### src/rtl/mem_io_responder.sv
// Memory/IO responder for the multicycle processor bus: word RAM plus
// memory-mapped LED, HEX, switch, button-status and cycle-counter registers.
// Every edge accepts one request; read data appears one cycle later.
module mem_io_responder #(
    parameter int unsigned RAM_AW          = 5,
    parameter int unsigned DEBOUNCE_CYCLES = 16
) (
    input  logic        Clock,
    input  logic        Resetn,
    input  logic [15:0] Address,
    input  logic [15:0] WriteData,
    input  logic        Write,
    output logic [15:0] ReadData,
    input  logic [15:0] SW_in,
    input  logic        Btn_in,
    output logic [15:0] LED_out,
    output logic [15:0] HEX_out,
    output logic        AddrError
);

    localparam int unsigned DW        = 16;
    localparam int unsigned RAM_WORDS = 2 ** RAM_AW;
    localparam int unsigned DBW       = $clog2(DEBOUNCE_CYCLES + 1);

    localparam logic [3:0] SEL_RAM  = 4'h0;
    localparam logic [3:0] SEL_LED  = 4'h1;
    localparam logic [3:0] SEL_HEX  = 4'h2;
    localparam logic [3:0] SEL_SW   = 4'h3;
    localparam logic [3:0] SEL_STAT = 4'h4;
    localparam logic [3:0] SEL_CNT  = 4'h5;

    // Storage and registers
    logic [DW-1:0]     mem_q [RAM_WORDS];
    logic [DW-1:0]     rdata_q, rdata_d;
    logic [DW-1:0]     led_q, led_d;
    logic [DW-1:0]     hex_q, hex_d;
    logic              aerr_q, aerr_d;
    logic [DW-1:0]     cnt_q, cnt_d;
    logic [DW-1:0]     sw_s1_q, sw_s2_q;
    logic              btn_s1_q, btn_s2_q;
    logic              btn_stable_q, btn_stable_d;
    logic [DBW-1:0]    deb_q, deb_d;
    logic              flag_q, flag_d;

    logic [3:0]        sel_c;
    logic [RAM_AW-1:0] widx_c;
    logic              ram_we_c;
    logic              press_c;
    logic              unused_addr_c;

    assign sel_c         = Address[15:12];
    assign widx_c        = Address[RAM_AW-1:0];
    // Upper RAM offset bits alias onto the same word
    assign unused_addr_c = ^Address[11:RAM_AW];
    // RAM is not reset, so gate writes explicitly while reset is held
    assign ram_we_c      = Write && Resetn && (sel_c == SEL_RAM);

    // RAM write port (contents are not reset)
    always_ff @(posedge Clock) begin
        if (ram_we_c) begin
            mem_q[widx_c] <= WriteData;
        end
    end

    // Next-state: read mux, register writes, debounce, flag, counter
    always_comb begin
        rdata_d      = '0;
        led_d        = led_q;
        hex_d        = hex_q;
        aerr_d       = 1'b0;
        cnt_d        = cnt_q + DW'(1);
        btn_stable_d = btn_stable_q;
        deb_d        = '0;
        press_c      = 1'b0;
        flag_d       = flag_q;

        // Read returns pre-edge contents, regardless of Write
        case (sel_c)
            SEL_RAM:  rdata_d = mem_q[widx_c];
            SEL_LED:  rdata_d = led_q;
            SEL_HEX:  rdata_d = hex_q;
            SEL_SW:   rdata_d = sw_s2_q;
            SEL_STAT: rdata_d = {15'h0000, flag_q};
            SEL_CNT:  rdata_d = cnt_q;
            default: begin
                rdata_d = '0;
                aerr_d  = 1'b1;
            end
        endcase

        if (Write) begin
            case (sel_c)
                SEL_LED: led_d = WriteData;
                SEL_HEX: hex_d = WriteData;
                SEL_CNT: cnt_d = WriteData;
                default: ;
            endcase
        end

        // Stable state changes only after a full run of differing edges
        if (btn_s2_q != btn_stable_q) begin
            if (deb_q == DBW'(DEBOUNCE_CYCLES - 1)) begin
                btn_stable_d = btn_s2_q;
                deb_d        = '0;
                press_c      = ~btn_s2_q;
            end else begin
                deb_d = deb_q + DBW'(1);
            end
        end

        // A press on the same edge as a clearing read keeps the flag set
        if (press_c) begin
            flag_d = 1'b1;
        end else if (!Write && (sel_c == SEL_STAT)) begin
            flag_d = 1'b0;
        end
    end

    // Register update with asynchronous reset
    always_ff @(posedge Clock or negedge Resetn) begin
        if (!Resetn) begin
            rdata_q      <= '0;
            led_q        <= '0;
            hex_q        <= '0;
            aerr_q       <= 1'b0;
            cnt_q        <= '0;
            sw_s1_q      <= '0;
            sw_s2_q      <= '0;
            btn_s1_q     <= 1'b1;
            btn_s2_q     <= 1'b1;
            btn_stable_q <= 1'b1;
            deb_q        <= '0;
            flag_q       <= 1'b0;
        end else begin
            rdata_q      <= rdata_d;
            led_q        <= led_d;
            hex_q        <= hex_d;
            aerr_q       <= aerr_d;
            cnt_q        <= cnt_d;
            sw_s1_q      <= SW_in;
            sw_s2_q      <= sw_s1_q;
            btn_s1_q     <= Btn_in;
            btn_s2_q     <= btn_s1_q;
            btn_stable_q <= btn_stable_d;
            deb_q        <= deb_d;
            flag_q       <= flag_d;
        end
    end

    assign ReadData  = rdata_q;
    assign LED_out   = led_q;
    assign HEX_out   = hex_q;
    assign AddrError = aerr_q;

endmodule

### config.mk
export PLATFORM = sky130hd
export DESIGN_NAME = mem_io_responder
export DESIGN_NICKNAME = d
export VERILOG_FILES = /design/src/rtl/mem_io_responder.sv
export SDC_FILE = /design/constraint.sdc
export NUM_CORES = 1
export LEC_CHECK = 0
export BUFFER_PORTS_ARGS = -buffer_cell sky130_fd_sc_hd__buf_2
export CORE_ASPECT_RATIO = 1.1
export CORE_MARGIN = 4
export CORE_UTILIZATION = 55
export DETAILED_ROUTE_END_ITERATION = 7
export PLACE_DENSITY = 0.75
export SETUP_SLACK_MARGIN = 0.2
export SKIP_LAST_GASP = 1
export SYNTH_ARGS = -nofsm -noshare
export SYNTH_HDL_FRONTEND = slang
export SYNTH_SLANG_ARGS = --single-unit
### constraint.sdc
create_clock -name Clock -period 1.7 [get_ports Clock]
set_clock_uncertainty 0.15 [all_clocks]
set_input_delay 0.085 -clock Clock [delete_from_list [all_inputs] [get_ports Clock]]
set_output_delay 0.085 -clock Clock [all_outputs]
set_load 0.02 [all_outputs]
==> Yosys cells after proc, flatten, opt, wreduce, memory -nomap -nowiden <==
Memories as Yosys holds them, arrays and structs flattened.
Index checks and enable logic that the tools add are counted.
{ "totals": {"ram_bits": 512, "reg_bits": 106, "mem_count": 1, "out_inout_bits": 49} }
{ "memory_table": {"columns": ["name", "words", "width", "rd", "rd_ports_with_merged_regs", "write_ports", "line_no", "rtl"], "rows": [
  ["mem_q", 32, 16, 1, 0, 1, "33", "logic [DW-1:0] mem_q [RAM_WORDS];"]
]} }
{ "op_classes": {"n_addsub": 2, "reduce_logical": 10, "bitwise": 1, "n_mux": 12, "eq_ne": 7} }
{ "ops": {"columns": ["op", "n"], "rows": [
  ["$pmux 16 s6", 1],
  ["$mux 16", 2],
  ["$add 16x1->16 const B", 1],
  ["$mux 5", 2],
  ["$eq 4x2->1 const B", 2],
  ["$eq 4x3->1 const B", 2],
  ["$mux 1", 7],
  ["$reduce_and 2->1", 3],
  ["$reduce_or 6->1", 1],
  ["$add 5x1->5 const B", 1],
  ["$eq 5x4->1 const B", 1],
  ["$eq 4x1->1 const B", 1],
  ["$logic_not 4->1", 1],
  ["$logic_and 1x1->1", 3],
  ["$reduce_bool 2->1", 1],
  ["$logic_not 1->1", 1],
  ["$ne 1x1->1", 1],
  ["$not 1->1", 1]
]} }

==> Logic depth before layout (Yosys ltp) <==
{ "logic_depth": {"ltp_word": 4, "mapped_depth": 8, "mapped_depth_nobuf": 6} }

==> Worst setup path after synthesis <==
OpenSTA, ideal clock, no wires.
{ "synth_timing": {"path_kind": "input-to-reg", "start": "input Address[13]", "end": "memory mem_q[27][0] (enable)", "cell_stages": 7, "setup_ns": 0.409, "slack_ns": -1.410, "arrival_time_ns": 2.551, "n_path_buf": 2, "cell_sequence": "buf_2 > or4_4 > buf_6 > or2_4 > inv_1 > nand3_1 > nor3_1"} }
{ "synth_via": {"elab_chain_cells": 4} }
{ "synth_rtl": {"columns": ["element", "line_no", "rtl"], "rows": [
  ["start, declared", "10", "input logic [15:0] Address,"],
  ["$logic_not 4->1", "56", "assign ram_we_c = Write && Resetn && (sel_c == SEL_RAM);"],
  ["$logic_and 1x1->1", "56", null],
  ["$mux 1", "60", "if (ram_we_c) begin"],
  ["$mux 1 (not written as such)", "61", "mem_q[widx_c] <= WriteData;"],
  ["end, declared", "33", null]
]} }
Every way passes these cells.

==> Worst setup path in the final report <==
{ "layout_timing": {"start": "memory mem_q[11][0]", "end": "register rdata_q[0], in the netlist ReadData[0]"} }
{ "layout_via": {"elab_chain_cells": 2} }
{ "layout_rtl": {"columns": ["element", "line_no", "rtl"], "rows": [
  ["$mem_v2 32x16", null, null],
  ["$pmux 16 s6", "78", "case (sel_c)"],
  ["net rdata_d[0]", "34", "logic [DW-1:0] rdata_q, rdata_d;"],
  ["end signal, assigned", "135", "rdata_q <= rdata_d;"],
  ["end, declared", "34", null]
]} }
The timed path passes the listed nets, and every way through them passes these cells.
A chain may end at the register's enable or synchronous reset.

==> impl_metrics.yaml <==
worst_setup_path:
  r2r_end: "ReadData[0]"
  crit_arrival_ns: 2.36
  regToRegSetupSlack_ns: -0.35
  critical_path_class: "flop to flop"
  cp.required_ns: 2.01
  r2r-start: "mem_q[11][0]"
  start_kind: "flop"
  worst_setup_path_end_kind: "flop"
  critPathLaunch: "mem_q[11][0]"
  reg2reg_depth: 6
  path_max_fanout: 1
power_and_ir_drop:
  total_power_mw: 34.3
  power.leakage_nw: 11.9
  p_clk_frac: 0.389
  peakVddDrop_mv: 1.21
  switching_share: 0.235
  pwr-share-comb: 0.108
  p_sw_mw: 8.06
  pwr_density_cell_nw_per_um2: 1080
  p_int_mw: 26.3
  power_frac_seq: 0.503
timing:
  rsz0062_at_grt: "yes"
  finalMaxSlewViolations: 0
  layout_setup_ws_ns: -0.351
  setup_viol: 317
  maxSlewHeadroom: 0.418
  max_freq_ghz: 0.488
  tns_ns: -17.71
  hold_ws_ns: -0.378
  fin_crit_sh: 1.21
  max_slew.worst_pin.slew_ns: 0.874
  hold_viol_final: 62
  period_needed_ns: 2.05
detailed_routing:
  wl_per_cell_um: 32.0
  totalWireLength_um: 77200
  drtIter0Drc: 2401
  vias: 15900
  drt.antenna.violating_nets: 0
  route.detailed.drc: 0
  routed_via_density: 6.60
  dr.pass1.iters: 5
logic_synthesis:
  synth_cells: 1393
  synth_nets: 1447
  synth_edf_count: 512
  synth_seq_area_share: 0.755
  synth.top_cell.area_share: 0.644
  syn_area_per_cell_um2: 17.1
  synth_area_leaders: "edfxtp_1, mux2i_1, dfrtp_1"
  synth_area_um2: 23900
  synth_warnings: 0
  ys_dominant_reg_cell: "edfxtp_1"
  synth-seq-cells: 618
  yosys.area.top_type: "edfxtp_1"
  synthDistinctLibCells: 44
  async_flop_share: 0.172
placed_design:
  place.gp.congestion: 0.981
  io_buffers: 93
  hpwl_um: 44100
  dp_cells: 2208
  place_area_um2: 27600
  pre_cts_ws_ns: -0.723
global_routing:
  overflow: 0
  antenna_found_initial: 2
  grt_max_degree: 64
  grt_pass1_wl_um: 104000
  grt_pass1_vias: 15600
  grt_usage: 0.309
floorplanning:
  start_util: 0.561
  ios: 101
  coreArea_um2: 42600
  die_h_um: 227
  rows: 79
  die_w_um: 207
  dieArea_um2: 46800
clock_tree:
  tritoncts.num_buffers: 55
  clkLatencyLatePin_ns: 0.59
  htreeDepth: 2
  cts_sinks: 618
  clockRootBuffer: "clkbuf_16"
  cts.clk_slew.worst_paths_ns: 0.07
  cts_tree: "done"
  clockBufferDepth: 3
layout:
  n_fill_cell: 2161
  final_core_util: 0.746
  multi_input_area_um2: 6430
  final_common_cell: "edfxtp_1"
  layout.cells.non_filler: 2415
  register_area_um2: 18000
  area_growth_pct: 33.0
  final_cell_mix: "edfxtp_1, mux2i_1, buf_4"
  diodes: 0
  nets: 1861
  drive_gt1_frac: 0.368
  stdcell_area_um2: 31800
outcome:
  status: "finished, violations left"
  violations: "hold timing, setup timing"
run:
  drv_cap: 0
hold_path:
  worstHoldPathType: "primary input to asynchronous set/reset pin"
[area by class of cell]
| cell class | count | area share |
|---|---|---|
| timing repair buffer | 440 | 0.147 |
| clock inverter | 32 | 0.0138 |
| clock buffer | 66 | 0.0469 |
| tap | 567 | 0.0223 |
| inverter | 2 | 0.000315 |
| multi-input combinational | 690 | 0.202 |
| sequential | 618 | 0.568 |
[Yosys cell counts (2+ instances only)]
cell type / instances
nor2_1: 62
xnor2_1: 3
clkbuf_1: 33
or3b_2: 3
ha_1: 2
or4b_1: 3
o22ai_1: 128
edfxtp_1: 512
o21ai_0: 27
xor2_1: 14
dfrtp_1: 103
buf_2: 41
nand3b_1: 7
nand4bb_1: 6
inv_1: 2
dfstp_2: 3
nand4b_1: 4
nor2_2: 7
a21oi_1: 2
and3_1: 5
and4_1: 3
buf_1: 2
nand4_1: 4
a221oi_1: 15
or3_1: 3
clkbuf_2: 3
or4_1: 33
buf_6: 3
nor3_1: 3
nand2_1: 29
mux2_2: 34
mux2i_1: 271
nand3_1: 8
o21ai_1: 5
[worst max-delay path by stage]
stage                              end  cells past startpoint
after CTS                 ReadData[10]                      6
after floorplan           mem_q[24][0]                      7
after global routing       ReadData[0]                      7
final                      ReadData[0]                      6
after global placement     ReadData[9]                      8
after detailed placement  ReadData[12]                      8
[metal layers]
layer	routed length, um	global-route usage	vias up
met1	25800	0.393	7859
met4	5310	0.148	2
li1	-	-	6325
met2	36700	0.503	1433
met5	17	0	-
met3	9390	0.0780	316
[sequential cells by signal, summed over array words and instances, names as in the netlist]
register and count:
mem_q 512, HEX_out 16, LED_out 16, ReadData 16
cnt_q 16, sw_s1_q 16, sw_s2_q 16, deb_q 5
AddrError 1, btn_s1_q 1, btn_s2_q 1, btn_stable_q 1
flag_q 1
[cells by family after synthesis]
family,after synthesis,synth area share
AO/OA/AOI/OAI,180,0.0472
adder cells (fa/ha/maj),2,0.00105
flip-flops,618,0.755
buffers and inverters,85,0.0168
multiplexers,305,0.130
XOR/XNOR,17,0.00623
AND/OR/NAND/NOR,186,0.0444
[power by group through the flow]
stage / combinational [mW] / sequential (mW) / clock [mW]
2_1_floorplan: 1.23 / 17.7 / 0
3_3_place_gp: 2.86 / 17.5 / 0
3_5_place_dp: 2.93 / 17.5 / 0
4_1_cts: 3.23 / 17.2 / 13.2
5_1_grt: 3.81 / 17.3 / 14.0
6_report: 3.70 / 17.3 / 13.4
[critical path: stages, from the launching register on]
cell	delay [ns]
edfxtp_1	0.38
mux2i_1	0.34
o22ai_1	0.19
or4_4	0.52
nor2_4	0.10
buf_6	0.12
o221ai_2	0.10
[repair_timing]
action | CTS | global route
pin swaps | 48 | 43
resized for setup | 161 | 90
hold buffers | 54 | 1
endpoints found under the setup margin | 535 | 562
gates cloned | 14 | 1
hold endpoints to repair | 602 | 63
setup buffers | 19 | 20
No activity file was read; power rests on OpenSTA's default activity.
